<file path="src/rtl/route_allocator.sv">
// route_allocator: per-output round-robin reservation of a switch crossbar.
// Each output grants at most one requesting input per cycle; a reservation
// is held until the owning input relieves it. The owner index of every
// output drives the crossbar select directly from registers.
// REQUEST_WIDTH must be at least clog2(N).
module route_allocator #(
    parameter int N             = 4,
    parameter int REQUEST_WIDTH = 2
) (
    input  logic                       clk,
    input  logic                       rst,
    input  logic [N-1:0]               routeReserveRequestValid,
    input  logic [N*REQUEST_WIDTH-1:0] routeReserveRequest,
    input  logic [N-1:0]               routeRelieve,
    output logic [N-1:0]               routeReserveStatus,
    output logic [N-1:0]               outBusy,
    output logic [N*REQUEST_WIDTH-1:0] outSelect
);

    typedef logic [REQUEST_WIDTH-1:0] idx_t;

    // Per-output state: busy flag, owning input, round-robin pointer.
    logic [N-1:0] busy_q, busy_d;
    idx_t         owner_q [N];
    idx_t         owner_d [N];
    idx_t         ptr_q   [N];
    idx_t         ptr_d   [N];

    // Per-input state: holds-an-output flag and the index of that output.
    logic [N-1:0] held_q, held_d;
    idx_t         held_idx_q [N];
    idx_t         held_idx_d [N];

    // elig[j][i]: input i competes for output j this cycle.
    logic [N-1:0] elig [N];
    logic [N-1:0] gnt_vld;
    idx_t         gnt_idx [N];

    // Extract the requested output index of input i from the packed bus.
    function automatic idx_t req_of(input logic [N*REQUEST_WIDTH-1:0] bus, input int i);
        return bus[i*REQUEST_WIDTH +: REQUEST_WIDTH];
    endfunction

    // Round-robin pick among cand starting at ptr; returns {found, winner}.
    // The doubled vector shifted by ptr puts the search start at bit 0.
    function automatic logic [REQUEST_WIDTH:0] rr_pick(input logic [N-1:0] cand, input idx_t ptr);
        logic [2*N-1:0] dbl;
        logic           found;
        idx_t           win;
        int             k;
        dbl   = {cand, cand} >> ptr;
        found = 1'b0;
        win   = '0;
        for (int off = 0; off < N; off++) begin
            if (!found && dbl[off]) begin
                found = 1'b1;
                k     = int'(ptr) + off;
                if (k >= N) k = k - N;
                win   = idx_t'(k);
            end
        end
        return {found, win};
    endfunction

    // Eligibility matrix: valid, in-range request, not holding, not relieving.
    always_comb begin
        idx_t r;
        for (int j = 0; j < N; j++) elig[j] = '0;
        for (int i = 0; i < N; i++) begin
            r = req_of(routeReserveRequest, i);
            for (int j = 0; j < N; j++) begin
                if (routeReserveRequestValid[i] && !held_q[i] && !routeRelieve[i]
                    && (int'(r) < N) && (r == idx_t'(j))) begin
                    elig[j][i] = 1'b1;
                end
            end
        end
    end

    // Arbitration: only outputs free at the start of the cycle may grant, so
    // an output relieved this cycle cannot be re-granted until the next one.
    always_comb begin
        for (int j = 0; j < N; j++) begin
            gnt_vld[j] = 1'b0;
            gnt_idx[j] = '0;
            if (!busy_q[j]) begin
                {gnt_vld[j], gnt_idx[j]} = rr_pick(elig[j], ptr_q[j]);
            end
        end
    end

    // Next-state: apply relieves, then grants; owner index is kept on relieve.
    always_comb begin
        int nxt;
        busy_d     = busy_q;
        held_d     = held_q;
        owner_d    = owner_q;
        held_idx_d = held_idx_q;
        ptr_d      = ptr_q;
        nxt        = 0;

        for (int i = 0; i < N; i++) begin
            if (routeRelieve[i] && held_q[i]) begin
                held_d[i] = 1'b0;
                for (int j = 0; j < N; j++) begin
                    if (held_idx_q[i] == idx_t'(j)) busy_d[j] = 1'b0;
                end
            end
        end

        for (int j = 0; j < N; j++) begin
            if (gnt_vld[j]) begin
                busy_d[j]  = 1'b1;
                owner_d[j] = gnt_idx[j];
                nxt        = int'(gnt_idx[j]) + 1;
                if (nxt >= N) nxt = 0;
                ptr_d[j]   = idx_t'(nxt);
                for (int i = 0; i < N; i++) begin
                    if (gnt_idx[j] == idx_t'(i)) begin
                        held_d[i]     = 1'b1;
                        held_idx_d[i] = idx_t'(j);
                    end
                end
            end
        end
    end

    // State registers; reset drops every reservation and rewinds pointers.
    always_ff @(posedge clk or negedge rst) begin
        if (!rst) begin
            busy_q <= '0;
            held_q <= '0;
            for (int j = 0; j < N; j++) begin
                owner_q[j]    <= '0;
                ptr_q[j]      <= '0;
                held_idx_q[j] <= '0;
            end
        end else begin
            busy_q     <= busy_d;
            held_q     <= held_d;
            owner_q    <= owner_d;
            ptr_q      <= ptr_d;
            held_idx_q <= held_idx_d;
        end
    end

    // Outputs come straight from the state registers.
    always_comb begin
        outSelect = '0;
        for (int j = 0; j < N; j++) begin
            outSelect[j*REQUEST_WIDTH +: REQUEST_WIDTH] = owner_q[j];
        end
    end

    assign routeReserveStatus = held_q;
    assign outBusy            = busy_q;

endmodule

</file>
<file path="config.mk">
export PLATFORM = sky130hd
export DESIGN_NAME = route_allocator
export DESIGN_NICKNAME = d
export VERILOG_FILES = /design/src/rtl/route_allocator.sv
export SDC_FILE = /design/constraint.sdc
export NUM_CORES = 1
export LEC_CHECK = 0
export CORE_ASPECT_RATIO = 1.4
export CORE_UTILIZATION = 55
export CTS_CLUSTER_DIAMETER = 30
export DETAILED_ROUTE_END_ITERATION = 6
export GPL_ROUTABILITY_DRIVEN = 0
export PLACE_DENSITY = 0.79
export SLEW_MARGIN = 20
export SYNTH_ARGS = -nofsm -noshare
export SYNTH_HDL_FRONTEND = slang
export SYNTH_SLANG_ARGS = --single-unit
</file>
<file path="constraint.sdc">
create_clock -name clk -period 4 [get_ports clk]
set_input_delay 1.2 -clock clk [delete_from_list [all_inputs] [get_ports clk]]
set_output_delay 1.2 -clock clk [all_outputs]
set_load 0.05 [all_outputs]
</file>
==> results of run 1 <==
state kept, by name, indices dropped and copies added, names as in the netlist:
name	count
held_idx_q	8
outSelect	8
ptr_q	8
outBusy	4
routeReserveStatus	4
area by class of cell:
| type | instances | share of cell area |
|---|---|---|
| multi-input combinational | 237 | 0.5000 |
| sequential | 32 | 0.2304 |
| timing repair buffer | 81 | 0.1987 |
| clock buffer | 8 | 0.02592 |
| inverter | 21 | 0.02268 |
| tap | 62 | 0.02232 |
per-layer routing:
metal | routed length [um] | up-vias | GRT usage
li1 | - | 1324 | -
met1 | 3272 | 1343 | 0.4206
met2 | 3931 | 142 | 0.5375
met3 | 516 | 39 | 0.05085
met4 | 339 | 0 | 0.1694
met5 | 0 | - | 0
placed cells by master (no fill, tap or decap), types with 5 or more instances in the layout:
cell type	synthesis	routed
a21o_1	7	7
a22o_1	9	9
inv_1	21	21
o211ai_1	5	5
o21ai_0	18	17
dfrtp_1	32	32
nand2_1	27	27
nor2b_1	6	6
buf_4	0	48
a21oi_1	12	12
clkbuf_8	0	6
nand2b_1	6	6
a22oi_1	10	10
clkdlybuf4s50_1	0	33
o22ai_1	6	6
nand3_1	8	8
ha_1	16	16
nor2_1	13	13
a211oi_1	5	5
nor3_1	7	7
power by group:
group | internal [mW] | switching (mW) | leakage, nW
combinational | 0.411 | 0.570 | 1.01
clock | 0.140 | 0.128 | 0.0455
sequential | 0.466 | 0.205 | 0.394
final timing paths:
| check | start | to | slack (ps) | depth (start not counted) |
|---|---|---|---|---|
| max | routeReserveRequestValid[2] | held_idx_q[7] | 100 | 11 |
| min in group asynchronous | rst | ptr_q[4] | 1310 | 2 |
| max in group asynchronous | rst | held_idx_q[3] | 2380 | 2 |
| max reg2reg | routeReserveStatus[2] | held_idx_q[7] | 960 | 10 |
| min reg2reg | outSelect[7] | outSelect[7] | 480 | 1 |
| min | outSelect[7] | outSelect[7] | 480 | 1 |
metrics by stage:
stage / total power, mW / hold slack (ps) / setup TNS [ps]
6_report: 1.920 / 481.0 / 0
5_1_grt: 2.015 / 490.8 / 0
2_1_floorplan: 1.265 / 490.7 / 0
4_1_cts: 1.905 / 481.4 / 0
3_5_place_dp: 1.632 / 465.6 / -375.7
3_3_place_gp: 1.610 / 459.4 / -94.91
worst register-to-register path, cell delays in order, from the launching register on:
cell and delay, ps:
dfrtp_1 500, or4b_4 620, o22ai_4 250, o211ai_1 150, a211oi_2 380, inv_1 140, ha_1 200, nor2b_1 140
o21ai_0 140, a21boi_0 310, a21bo_2 180
logic make-up after synthesis:
logic type	synth area share
AO/OA/AOI/OAI	0.3378
adder cells (fa/ha/maj)	0.07456
buffers and inverters	0.05499
flip-flops	0.2982
multiplexers	0.008387
AND/OR/NAND/NOR	0.2260
repair_timing:
action                                 in CTS  in global routing
gates resized for setup                     0                  2
setup endpoints to repair                   0                  4
endpoints found under the hold margin       0                  0
==> results.toml, run 1 <==
[outcome]
status = "finished clean"

[global_route]
overflow = 0
grt_pass1_wl_mm = 12.95
grt_start_max_net_pins = 33
gr-usage-all-layers = 0.3342
antenna_found_initial = 0
grt_pass1_vias = 2697

[cells_and_area]
drive_gt1_frac = 0.2032
regArea_um2 = 800.8
area_delta_synth_final_pct = 29.45
n_antenna_cell = 0
nFillCells = 366
nets = 412
finalNonFillerCells = 441
stdcell_area_um2 = 3476
multiInputGateArea_um2 = 1738
final_util = 0.7543

[worst_setup_path]
cpLargestDelayFamily = "compound AO/OA/AOI/OAI gates"
crit_type = "in -> reg"
cp.arrival_ps = 4140
cp_slowest_cell = "clkdlybuf4s50_1"
crit_fanout = 5
cp.buffers_inverters = 2
max_stage_delay_ps = 540
cp_cell_sequence = "clkdlybuf4s50_1 -> or4b_4 -> o22ai_4 -> o211ai_1 -> a211oi_2 -> inv_1 -> ha_1 -> nor2b_1 -> o21ai_0 -> a21boi_0 -> a21bo_2"
startpoint_type = "input pin"
cp-end-kind = "flip-flop"
required_ps = 4230

[timing]
slew_viol_final = 0
clock_skew_ps = 7.282
worst_slew_pin_slew_ps = 575.7
min_period_over_period = 0.9760
min_period_ps = 3904
hold_viol = 0
grt_setup_unrepaired = "false"
setup_violations = 0
max_freq_mhz = 256.2
slew-limit-headroom = 0.6108
fin_ws_ps = 96.05

[route]
finalWirelength_mm = 8.059
dr.first_iter.drc_count = 362
viasPerCell = 6.458
antenna_left = 0
vias = 2848
drc_errors = 0
first_pass_iters = 5
routedWlPerCell_um = 18.27

[clock_network]
root_buffer = "clkbuf_8"
cts.sinks = 32
post-cts-setup-buffers = 0
cts_buffer_depth = 2
htree_num_levels = 2
cts.clk_slew.worst_paths_ps = 70
clkLatencyLatePin_ps = 290
hold_buffers = 0
cts_buffers = 5
tritoncts = "yes"

[yosys]
yosysTopAreaCellShare = 0.2982
yosysMostFrequentCell = "dfrtp_1"
synth_edf_count = 0
yosys_register_bits = 32
yosys-top-cells-count = "32 x dfrtp_1, 27 x nand2_1, 21 x inv_1"
yosys-top-cells-area = "dfrtp_1 30%, ha_1 7.5%, nand2_1 3.8%, o21ai_0 3.4%, a22o_1 2.9%"
synthFlopType = "dfrtp_1"
synth_area_um2 = 2685
async_reset_ff_frac = 1.000
syn-num-nets = 337
syn_area_per_cell_um2 = 8.862
synthCells = 303
synth.yosys.seq_area_share = 0.2982
yosysWarningCount = 0
synth.distinct_cells = 68
yosys.area.top_type = "dfrtp_1"

[placement]
dp.cells = 433
placed_area_um2 = 3385
dp_hpwl_mm = 6.074
dp_slack_ps = -52.56
io_buffers = 33

[flow_run]
maxCapViolCount = 0

[min_path]
hp-class = "reg -> reg"

[die]
die_area_um2 = 5169
rows = 29
io_pins = 34
coreArea_um2 = 4608
start_util = 0.5827
die_w_um = 61.05
fp.dieH_um = 84.67

[power_and_ir_drop]
power_density_nw_per_um2 = 552.5
peakVddDrop_v = 0.0005132
power.leakage_nw = 1.450
Power figures use the tool's default switching activity.
==> inputs of run 2 (changes only) <==
CORE_ASPECT_RATIO = 0.7   (was 1.4)
SLEW_MARGIN = 10   (was 20)
==> run 2 against run 1 <==
Cell count unchanged. Sequential power is 0.6% higher. Utilization is 3.6 points higher. Clock skew grew 3.3 ps. Critical path depth is the same. Die area barely moved. Clock power rose by 17%. Final area up 2.4%. Sequential share of layout area down 0.53 points. Wire length grew 3.9%. Setup slack better by 22 ps. Clock-buffer cell count fell by 2. Critical endpoint is now routeReserveStatus[1].
==> results.toml, run 2 (synthesis gave the netlist of run 1 again) <==
[outcome]
status = "finished clean"

[timing]
worst_slew_pin_slew_ps = 658.8
slew_viol_final = 0
hold-worst-slack_ps = 479.2
hold_viol = 0
setup_violations = 0
clock_skew_ps = 10.55
slew-limit-headroom = 0.5494
fin_ws_ps = 117.6
max_freq_mhz = 257.6
grt_setup_unrepaired = "false"
min_period_over_period = 0.9706
min_period_ps = 3882

[worst_setup_path]
required_ps = 4160
crit_type = "in -> reg"
cp.arrival_ps = 4040
crit_fanout = 5
cpLargestDelayFamily = "compound AO/OA/AOI/OAI gates"
startpoint_type = "input pin"
cp.buffers_inverters = 2
cp_cell_sequence = "clkdlybuf4s50_1 -> or4b_4 -> o22ai_4 -> o211ai_1 -> a211oi_2 -> inv_1 -> ha_1 -> nor2b_1 -> o21ai_0 -> a21boi_0 -> nand3b_1"
max_stage_delay_ps = 590
cp-end-kind = "flip-flop"
cp_slowest_cell = "or4b_4"

[power_and_ir_drop]
power.internal_mw = 1.065
combPwrFrac = 0.502
peakVddDrop_v = 0.0005052
seq_power_share = 0.340
net-switching-power_mw = 0.9187
power_density_nw_per_um2 = 557.4
p_sw_frac = 0.4632
power.leakage_nw = 1.507
power_frac_clock = 0.158

[route]
first_pass_iters = 5
dr.first_iter.drc_count = 264
routedWlPerCell_um = 18.99
drc_errors = 0
antenna_left = 0
vias = 2906
finalWirelength_mm = 8.373
viasPerCell = 6.590

[clock_network]
cts_buffer_depth = 2
tritoncts = "yes"
htree_num_levels = 2
cts.sinks = 32
root_buffer = "clkbuf_8"
hold_buffers = 0
cts.clk_slew.worst_paths_ps = 70
cts_buffers = 5
clkLatencyLatePin_ps = 290
post-cts-setup-buffers = 0
cts_resized = 0

[cells_and_area]
final_cell_mix = "54 x buf_4, 33 x clkdlybuf4s50_1, 32 x dfrtp_1"
multiInputGateArea_um2 = 1747
regArea_um2 = 800.8
nets = 419
drive_gt1_frac = 0.2202
stdcell_area_um2 = 3558
n_antenna_cell = 0
area_delta_synth_final_pct = 32.53
nFillCells = 317
layout_commonest_cell = "buf_4"

[global_route]
gr-usage-all-layers = 0.3446
antenna_found_initial = 0
grt_start_max_net_pins = 33
grt_pass1_vias = 2705
overflow = 0
grt_pass1_wl_mm = 13.52

[flow_run]
maxCapViolCount = 0

[die]
rows = 20
die_w_um = 85.51
coreArea_um2 = 4504
fp.dieH_um = 60.46
io_pins = 34
start_util = 0.5961
die_area_um2 = 5170

[placement]
io_buffers = 33
dp_slack_ps = -166.4
dp_hpwl_mm = 6.381
placed_area_um2 = 3441

[min_path]
hp-class = "reg -> reg"
run 2: per-layer routing:
metal | global-route usage | routed length, um
met3 | 0.06395 | 812
met2 | 0.5554 | 3647
met5 | 0 | 0
met4 | 0.09048 | 143
met1 | 0.4860 | 3769
run 2: worst paths after layout:
kind | startpoint | to | slack, ps | depth (start not counted)
setup / recovery | routeRelieve[2] | routeReserveStatus[1] | 120 | 11
hold / removal | outSelect[4] | outSelect[4] | 480 | 2
setup reg to reg | routeReserveStatus[3] | routeReserveStatus[1] | 980 | 10
hold reg to reg | outSelect[4] | outSelect[4] | 480 | 2
max in group asynchronous | rst | outSelect[5] | 2360 | 2
min in group asynchronous | rst | ptr_q[7] | 1310 | 2
run 2: power by group through the flow:
| stage | sequential, mW | clock, mW | combinational (mW) |
|---|---|---|---|
| 3_5_place_dp | 0.670 | 0 | 0.979 |
| 3_3_place_gp | 0.664 | 0 | 0.955 |
| 5_1_grt | 0.695 | 0.333 | 1.07 |
| 2_1_floorplan | 0.834 | 0 | 0.431 |
| 6_report | 0.675 | 0.314 | 0.995 |
| 4_1_cts | 0.664 | 0.318 | 0.988 |
run 2: per-stage QoR:
stage               setup TNS, ps  instances  total power, mW  utilization
global placement           -459.4        433            1.619       0.7639
finish                          0        441            1.984       0.7900
global route                    0        441            2.094       0.7900
CTS                             0        441            1.970       0.7878
floorplan                       0        303            1.265            -
detailed placement          -1173        433            1.650       0.7639
run 2: cell type report:
cell class / instances / share of cell area
Clock buffer: 6 / 0.02039
Clock inverter: 2 / 0.009845
Inverter: 21 / 0.02215
Multi-Input combinational cell: 237 / 0.4909
Sequential cell: 32 / 0.2250
Tap cell: 55 / 0.01934
Timing Repair Buffer: 88 / 0.2124
run 2: tightest hold or removal path: cells and delay by family, from the launching register on:
kind | cells | cell delay (ps)
AND/OR/NAND/NOR | 2 | 100
flip-flops | 1 | 350
==> inputs of run 3 (changes only) <==
ABC_CLOCK_PERIOD_IN_PS = 4000   (was unset)
==> results of run 3 <==
Final layout, timing and power as in run 2 (identical DEF).
